--- src/rtl/mem_arb_pkg.sv ---
// mem_arb_pkg: shared owner enum and width constants for mem_port_arbiter
package mem_arb_pkg;
  localparam int AW_DEF = 32;
  localparam int DW_DEF = 32;
  localparam int LANES_DEF = DW_DEF / 8;
  typedef enum logic [1:0] {OWN_IDLE, OWN_I, OWN_D} own_t;
  function automatic int lanes(input int dw);
    return dw / 8;
  endfunction
endpackage

--- src/rtl/mem_port_arbiter_if.sv ---
// mem_port_arbiter_if: fetch, data and memory port bundle of mem_port_arbiter
interface mem_port_arbiter_if #(
  parameter int AW = mem_arb_pkg::AW_DEF,
  parameter int DW = mem_arb_pkg::DW_DEF
) ();
  logic            i_req;
  logic [AW-1:0]   i_addr;
  logic            i_gnt;
  logic            i_rvalid;
  logic [DW-1:0]   i_rdata;
  logic            d_req;
  logic [AW-1:0]   d_addr;
  logic [DW-1:0]   d_wdata;
  logic [DW/8-1:0] d_we;
  logic            d_gnt;
  logic            d_rvalid;
  logic [DW-1:0]   d_rdata;
  logic [AW-1:0]   m_addr;
  logic [DW-1:0]   m_wdata;
  logic [DW/8-1:0] m_we;
  logic [DW-1:0]   m_rdata;
  modport slave (
    input  i_req, i_addr, d_req, d_addr, d_wdata, d_we, m_rdata,
    output i_gnt, i_rvalid, i_rdata, d_gnt, d_rvalid, d_rdata, m_addr, m_wdata, m_we
  );
  modport master (
    output i_req, i_addr, d_req, d_addr, d_wdata, d_we, m_rdata,
    input  i_gnt, i_rvalid, i_rdata, d_gnt, d_rvalid, d_rdata, m_addr, m_wdata, m_we
  );
endinterface

--- src/rtl/mem_arb_pick.sv ---
// mem_arb_pick: one-hot {d,i} grant; data priority with starvation guard, or round-robin with MEM_ARB_RR_EN
module mem_arb_pick #(
  parameter int STARVE_LIMIT = 4
) (
  input  logic       clk,
  input  logic       reset,
  input  logic       i_req,
  input  logic       d_req,
  output logic [1:0] gnt
);
  logic i_win;
`ifdef MEM_ARB_RR_EN
  logic last_d;
  always_comb begin
    i_win = i_req & (~d_req | last_d);
    gnt = reset ? 2'b00 : {d_req & ~i_win, i_win};
  end
  always_ff @(posedge clk) begin
    if (reset) last_d <= 1'b1;
    else if (|gnt) last_d <= gnt[1];
  end
`else
  localparam int CW = $clog2(STARVE_LIMIT + 1);
  logic [CW-1:0] starve_cnt;
  always_comb begin
    i_win = i_req & (~d_req | (starve_cnt == CW'(STARVE_LIMIT)));
    gnt = reset ? 2'b00 : {d_req & ~i_win, i_win};
  end
  always_ff @(posedge clk) begin
    if (reset || !i_req || gnt[0]) starve_cnt <= '0;
    else if (starve_cnt != CW'(STARVE_LIMIT)) starve_cnt <= starve_cnt + 1'b1;
  end
`endif
endmodule

--- src/rtl/mem_port_arbiter.sv ---
// mem_port_arbiter: shares one 1-cycle-read memory port between fetch and data; MEM_ARB_RR_EN selects round-robin
module mem_port_arbiter
  import mem_arb_pkg::*;
#(
  parameter int AW = AW_DEF,
  parameter int DW = DW_DEF,
  parameter int STARVE_LIMIT = 4
) (
  input logic clk,
  input logic reset,
  mem_port_arbiter_if.slave bus
);
  localparam int NB = lanes(DW);
  logic [1:0]    gnt;
  own_t          own_q, own_d;
  logic          st_q;
  logic [AW-1:0] addr_q;
  mem_arb_pick #(.STARVE_LIMIT(STARVE_LIMIT)) u_pick (
    .clk   (clk),
    .reset (reset),
    .i_req (bus.i_req),
    .d_req (bus.d_req),
    .gnt   (gnt)
  );
  always_ff @(posedge clk) begin
    if (reset) begin
      own_q  <= OWN_IDLE;
      st_q   <= 1'b0;
      addr_q <= '0;
    end else begin
      own_q  <= own_d;
      st_q   <= |bus.m_we;
      addr_q <= bus.m_addr;
    end
  end
  // reset gates the response so an in-flight read is dropped
  always_comb begin
    own_d = gnt[0] ? OWN_I : gnt[1] ? OWN_D : OWN_IDLE;
    bus.i_gnt = gnt[0];
    bus.d_gnt = gnt[1];
    bus.m_addr = reset ? '0 : gnt[0] ? bus.i_addr : gnt[1] ? bus.d_addr : addr_q;
    bus.m_wdata = gnt[1] ? bus.d_wdata : '0;
    bus.m_we = gnt[1] ? bus.d_we : NB'(0);
    bus.i_rvalid = ~reset & (own_q == OWN_I);
    bus.i_rdata = bus.i_rvalid ? bus.m_rdata : '0;
    bus.d_rvalid = ~reset & (own_q == OWN_D);
    bus.d_rdata = (bus.d_rvalid & ~st_q) ? bus.m_rdata : '0;
  end
endmodule

--- src/flat_wrapper.sv ---
// flat-port wrapper written by rule: the top's interface ports become plain ports
module mem_port_arbiter_flat import mem_arb_pkg::*;
#(
  parameter int AW = AW_DEF,
  parameter int DW = DW_DEF,
  parameter int STARVE_LIMIT = 4
)
  (clk, reset, bus_i_req, bus_i_addr, bus_d_req, bus_d_addr, bus_d_wdata, bus_d_we, bus_m_rdata, bus_i_gnt, bus_i_rvalid, bus_i_rdata, bus_d_gnt, bus_d_rvalid, bus_d_rdata, bus_m_addr, bus_m_wdata, bus_m_we);
  mem_port_arbiter_if #(.AW(AW), .DW(DW)) bus_i ();
  input logic clk;
  input logic reset;
  input wire logic [$bits(bus_i.i_req)-1:0] bus_i_req;
  input wire logic [$bits(bus_i.i_addr)-1:0] bus_i_addr;
  input wire logic [$bits(bus_i.d_req)-1:0] bus_d_req;
  input wire logic [$bits(bus_i.d_addr)-1:0] bus_d_addr;
  input wire logic [$bits(bus_i.d_wdata)-1:0] bus_d_wdata;
  input wire logic [$bits(bus_i.d_we)-1:0] bus_d_we;
  input wire logic [$bits(bus_i.m_rdata)-1:0] bus_m_rdata;
  output wire logic [$bits(bus_i.i_gnt)-1:0] bus_i_gnt;
  output wire logic [$bits(bus_i.i_rvalid)-1:0] bus_i_rvalid;
  output wire logic [$bits(bus_i.i_rdata)-1:0] bus_i_rdata;
  output wire logic [$bits(bus_i.d_gnt)-1:0] bus_d_gnt;
  output wire logic [$bits(bus_i.d_rvalid)-1:0] bus_d_rvalid;
  output wire logic [$bits(bus_i.d_rdata)-1:0] bus_d_rdata;
  output wire logic [$bits(bus_i.m_addr)-1:0] bus_m_addr;
  output wire logic [$bits(bus_i.m_wdata)-1:0] bus_m_wdata;
  output wire logic [$bits(bus_i.m_we)-1:0] bus_m_we;
  assign bus_i.i_req = bus_i_req;
  assign bus_i.i_addr = bus_i_addr;
  assign bus_i.d_req = bus_d_req;
  assign bus_i.d_addr = bus_d_addr;
  assign bus_i.d_wdata = bus_d_wdata;
  assign bus_i.d_we = bus_d_we;
  assign bus_i.m_rdata = bus_m_rdata;
  assign bus_i_gnt = bus_i.i_gnt;
  assign bus_i_rvalid = bus_i.i_rvalid;
  assign bus_i_rdata = bus_i.i_rdata;
  assign bus_d_gnt = bus_i.d_gnt;
  assign bus_d_rvalid = bus_i.d_rvalid;
  assign bus_d_rdata = bus_i.d_rdata;
  assign bus_m_addr = bus_i.m_addr;
  assign bus_m_wdata = bus_i.m_wdata;
  assign bus_m_we = bus_i.m_we;
  mem_port_arbiter #(.AW(AW), .DW(DW), .STARVE_LIMIT(STARVE_LIMIT)) u_core (.clk(clk), .reset(reset), .bus(bus_i));
endmodule
--- config.mk ---
export PLATFORM = sky130hd
export DESIGN_NAME = mem_port_arbiter_flat
export DESIGN_NICKNAME = d
export VERILOG_FILES = /design/src/rtl/mem_arb_pkg.sv /design/src/rtl/mem_port_arbiter_if.sv /design/src/rtl/mem_arb_pick.sv /design/src/rtl/mem_port_arbiter.sv /design/src/flat_wrapper.sv
export SDC_FILE = /design/constraint.sdc
export NUM_CORES = 1
export LEC_CHECK = 0
export ABC_AREA = 1
export CAP_MARGIN = 20
export CORE_AREA = 2 2 106 108
export DETAILED_ROUTE_END_ITERATION = 16
export DIE_AREA = 0 0 108 110
export HOLD_SLACK_MARGIN = 0.08
export PLACE_DENSITY = 0.76
export SETUP_SLACK_MARGIN = 0.3
export SLEW_MARGIN = 20
export SYNTH_ARGS = -nofsm -noshare
export SYNTH_HDL_FRONTEND = slang
export SYNTH_SLANG_ARGS = --single-unit
--- constraint.sdc ---
create_clock -name clk -period 1.6 [get_ports clk]
set_input_delay 0.32 -clock clk [delete_from_list [all_inputs] [get_ports clk]]
set_output_delay 0.32 -clock clk [all_outputs]
set_load 0.02 [all_outputs]
-- Word-level counts from Yosys, hierarchy flattened
Index checks and enable logic that the tools add are counted.
- add/sub/neg operators: 1
- reduce and logical (&&, ||, !) cells: 5
- bitwise operators: 10
- multiplexer cells: 10
- eq/ne operators: 4
- operators with widths (cell ; number):
    $mux W32 ; 6
    $and A1 B1 Y1 ; 5
    $mux W2 ; 2
    $mux W4 ; 1
    $not A1 Y1 ; 4
    $reduce_or A4 Y1 ; 1
    $add A3 B1 Y3 const B ; 1
    $eq A3 B3 Y1 const B ; 1
    $ne A3 B3 Y1 const B ; 1
    $eq A2 B1 Y1 const B ; 1
    $eq A2 B2 Y1 const B ; 1
    $logic_or A1 B1 Y1 ; 2
    $reduce_or A2 Y1 ; 1
    $logic_not A1 Y1 ; 1
    $mux W1 ; 1
    $or A1 B1 Y1 ; 1
- output and inout port bits: 136
- logic and storage cells: 35
- register bits after elaboration: 38

-- Depth between registers and ports, before layout
- depth in word-level cells: 9
- mapped depth: 11
- gate-level depth less buffers: 10

-- By module
A second synthesis with hierarchy kept.
- cells, all modules: 524
- area total of the unflattened synthesis: 2835.2 um2
- modules (own cells, without submodules) (module ; cells an instance ; sequential area each (um2) ; times used ; area an instance (um2)):
    mem_port_arbiter ; 499 ; 700.7 ; 1 ; 2660.1
    mem_arb_pick ; 25 ; 60.1 ; 1 ; 175.2

-- Least setup slack after synthesis
Ideal clock, no wire load.
- path kind: reg-to-output
- start: register u_core.u_pick.starve_cnt[0]
- end: output bus_m_addr[4]
- required time: 1.280 ns
- slack: -0.397 ns
- arrival time: 1.677 ns
- stages on the path, launching flop included: 11
- path through: dfxtp_1 -> inv_1 -> ha_1 -> nand2_2 -> nand2_2 -> nand2_4 -> nand2_2 -> inv_2 -> buf_4 -> o21ai_0 -> o21ai_0
- word-level cells in the longest chain between the ends: 9
- RTL lines (item ; line ; source):
    from (decl) ; mem_arb_pick.sv:24 ; logic [CW-1:0] starve_cnt;
    from (signal assigned) ; mem_arb_pick.sv:31 ; else if (starve_cnt != CW'(STARVE_LIMIT)) starve_cnt <= starve_cnt + 1'b1;
    $eq A3 B3 Y1 * ; mem_arb_pick.sv:26 ; i_win = i_req & (~d_req | (starve_cnt == CW'(STARVE_LIMIT)));
    $or A1 B1 Y1 * ; mem_arb_pick.sv:26 ;
    $and A1 B1 Y1 * ; mem_arb_pick.sv:26 ;
    $not A1 Y1 ; mem_arb_pick.sv:27 ; gnt = reset ? 2'b00 : {d_req & ~i_win, i_win};
    $and A1 B1 Y1 ; mem_arb_pick.sv:27 ;
    $mux W2 * ; mem_arb_pick.sv:27 ;
    $mux W32 ; mem_port_arbiter.sv:41 ; bus.m_addr = reset ? '0 : gnt[0] ? bus.i_addr : gnt[1] ? bus.d_addr : addr_q;
    $mux W32 * (2 in a row) ; mem_port_arbiter.sv:41 ;
    to (decl) ; flat_wrapper.sv:25 ; output wire logic [$bits(bus_i.m_addr)-1:0] bus_m_addr;
Mark *: on every way between the ends. The rest lies on a longest branch, timed or not.

-- Worst setup path in the final report
- start: register u_core.u_pick.starve_cnt[0]
- end: output bus_m_addr[25]
The elaborated chain is that of the path after synthesis.

==> summary.txt <==
Outcome
  • Status: finished with violations
  • Violated checks: negative setup slack

Worst setup path
  • Worst-case reg-to-reg path depth: 11
  • Worst path depth: 12
  • Setup crit end: bus_m_addr[25]
  • R2R Setup Slk: -90 ps
  • R2R Path End: u_core.st_q$_SDFF_PP0_
  • Slowest CP cell: dfxtp_2
  • Arrival time worst endpoint: 1900 ps
  • Crit path cell chain: inv_2 > ha_4 > nand2_4 > nand2_4 > nand2_8 > nand3_4 > buf_12 > buf_8 > buf_4 > nor2_4 > o21ai_2 > buf_6
  • Setup CP Type: reg -> out
  • Most used cell, CP: nand2_4
  • Cell family with most CP delay: buffers and inverters
  • CP Buf/Inv Count: 5
  • Worst path required time: 1280 ps
  • CP Max Fanout: 6
  • Worst Setup Start Kind: flip-flop
  • Setup crit start: u_core.u_pick.starve_cnt[0]$_SDFFE_PP0N_
  • Reg-to-reg critical path startpoint: u_core.u_pick.starve_cnt[0]$_SDFFE_PP0N_
  • CP peak stage delay: 350 ps
  • Worst Setup End Kind: output pin

Logic synthesis
  • Synth top area share: 0.297
  • Synth cell types: 23
  • Biggest area consumer among synthesized cells: dfxtp_1
  • Register bit total from synthesis: 38
  • Async SR Flop Fraction: 0
  • Synthesized netlist cell count: 453
  • Top-count cell post-synth: nor2_1
  • Seq/Total Area, Yosys: 0.297
  • Number of synthesized flops with an enable pin: 0
  • Syn_nets: 591
  • Ranking of synthesized cells by area: dfxtp_1, nor2_1, inv_1, o21ai_0, nand2_1
  • Post-Syn Area: 2560 um^2
  • Main synth FF type: dfxtp_1
  • Commonest cells post-synth: nor2_1, inv_1, nand2_1
  • Post-synthesis average cell area: 5.66 um^2
  • Warnings from Yosys: 0

Detailed routing
  • Drt initial violations: 146
  • DRC: 0
  • DR WL/cell: 18.4 um
  • Total number of vias: 4396
  • DRT Pass-1 Iters: 4
  • Post-DRT Antenna Nets: 0
  • Via-to-Cell Ratio: 4.65
  • Routed wire length: 17400 um

Timing
  • Slew Limit Fails: 0
  • Period utilization: 1.39
  • Setup ws final: -620 ps
  • Max-Slew Margin vs Limit: 0.783
  • Setup violations, final: 143
  • Post-route setup TNS: -54410 ps
  • Worst Clk Skew: 4.33 ps
  • Final Hold Viols: 0
  • Worst Tran Pin Value: 325 ps
  • RSZ-0062 raised after global routing: true
  • F_max: 450 MHz
  • Post-layout min period: 2220 ps

CTS
  • Root Driver: clkbuf_8
  • CTS tree: built
  • Clock net sink count: 38
  • Worst-Skew Late Latency: 290 ps
  • CTS clk-pin slew, worst paths: 80 ps
  • Number of buffers created by CTS: 5
  • CTS Hold Bufs: 0
  • Clock buffer depth: 2
  • H-tree depth: 2

Hold path
  • Worst Hold Class: in -> reg

Cells and area
  • Fill count: 681
  • Nets: 944
  • Fraction of layout cells with a size suffix above 1: 0.578
  • Final core utilization: 0.775
  • ANT cells: 0
  • Synthesis-to-layout area growth: 223%

Floorplanning
  • FP Rows: 38
  • Die Y: 110 um
  • IO Pins: 272
  • Core box area: 10700 um^2
  • DIE WIDTH: 108 um
  • DIE AREA: 11900 um^2
  • Starting Density: 0.240

Pwr
  • Max IR drop VDD: 0.332 mV
  • Pwr per Cell Area: 457 nW/um^2
  • Pleak: 3.76 nW
  • Final Total Pwr: 3.79 mW

Place
  • PortBufs: 271
  • Dpl hpwl: 11000 um
  • Placer Congestion: 0.783

GRT
  • Vias in the first global route: 4451
  • Largest net degree at the start of global routing: 25
  • Global-route wire length before repair: 22900 um
  • Grt total ovfl: 0
  • Overall routing resource usage: 0.248
  • Antenna violations before repair: 0

Run
  • Max Cap Violations: 0
layer usage:
layer,global-route usage,up-vias,part of all wire
met5,0,-,0
met4,0.148,0,0.066
met3,0.0711,70,0.081
li1,-,2071,-
met1,0.240,2038,0.32
met2,0.468,217,0.54
layout by cell type (no fill, tap or decap), drive strengths merged:
cell / netlist / layout
xnor2: 1 / 1
nand4: 10 / 10
a41oi: 1 / 1
ha: 2 / 2
clkbuf: 4 / 10
buf: 21 / 234
nand2: 70 / 70
o21ai: 66 / 66
inv: 98 / 98
nand3: 12 / 12
a21oi: 2 / 2
nor3: 1 / 1
dfxtp: 38 / 38
nor2: 126 / 126
bufbuf: 0 / 1
clkdlybuf4s50: 0 / 133
xor2: 1 / 1
cell type report:
class	instances	area (um^2)	share of cell area
Multi-Input combinational cell	292	2570	0.310
Tap cell	140	175	0.0211
Sequential cell	38	768	0.0927
Clock buffer	7	108	0.0130
Timing Repair Buffer	371	4280	0.516
Inverter	98	394	0.0476
state kept, by name, indices dropped and copies added (netlist names):
| signal | cells |
|---|---|
| u_core.u_pick.starve_cnt | 3 |
| u_core.st_q | 1 |
| u_core.addr_q | 32 |
| u_core.own_q | 2 |
worst min-delay path by stage:
| stage | cells after the start | startpoint | to | slack, ps |
|---|---|---|---|---|
| after global routing | 4 | reset | u_core.own_q[0]$_SDFF_PP0_ | 480 |
| after floorplan | 1 | reset | u_core.own_q[0]$_SDFF_PP0_ | 380 |
| after global placement | 2 | u_core.addr_q[2]$_SDFF_PP0_ | u_core.addr_q[2]$_SDFF_PP0_ | 510 |
| final | 4 | reset | u_core.own_q[0]$_SDFF_PP0_ | 470 |
| after CTS | 4 | reset | u_core.own_q[0]$_SDFF_PP0_ | 450 |
| after detailed placement | 2 | u_core.addr_q[7]$_SDFF_PP0_ | u_core.addr_q[7]$_SDFF_PP0_ | 520 |
worst reg2reg max path: cells and delay by family, from the launching register on:
family	cells	cell delay, ps
adder cells (fa/ha/maj)	1	160
buffers and inverters	5	630
flip-flops	1	350
AO/OA/AOI/OAI	1	140
AND/OR/NAND/NOR	4	330
what timing repair did:
item | CTS | global route
pin swaps | 16 | 29
resized for setup | 770 | 137
cloned | 9 | 4
setup endpoints to repair | 173 | 173
endpoints found under the hold margin | 0 | 0
setup buffers | 29 | 23
power by group:
group | total [mW] | internal, mW | switching (mW)
Sequential | 1.07 | 1.03 | 0.0431
Clock | 0.791 | 0.436 | 0.354
Combinational | 1.93 | 1.01 | 0.923
metrics by stage:
step                      area [um^2]  setup slack, ps  hold slack (ps)  std cells
after floorplan                  3700            -90.9              385        453
after global placement           6720             -908              514        874
after detailed placement         6720             -940              523        874
after CTS                        7530             -620              454        919
after global routing             8290             -714              478        946
final                            8290             -620              466        946
cells by family (layout without fill, tap and decap cells):
logic type | count (synthesis) | in the layout | synth area share
AO/OA/AOI/OAI | 69 | 69 | 0.136
XOR/XNOR | 2 | 2 | 0.00684
adder cells (fa/ha/maj) | 2 | 2 | 0.00976
buffers and inverters | 123 | 476 | 0.200
flip-flops | 38 | 38 | 0.297
AND/OR/NAND/NOR | 219 | 219 | 0.351
Note: power is estimated with default switching activity, not from simulation.
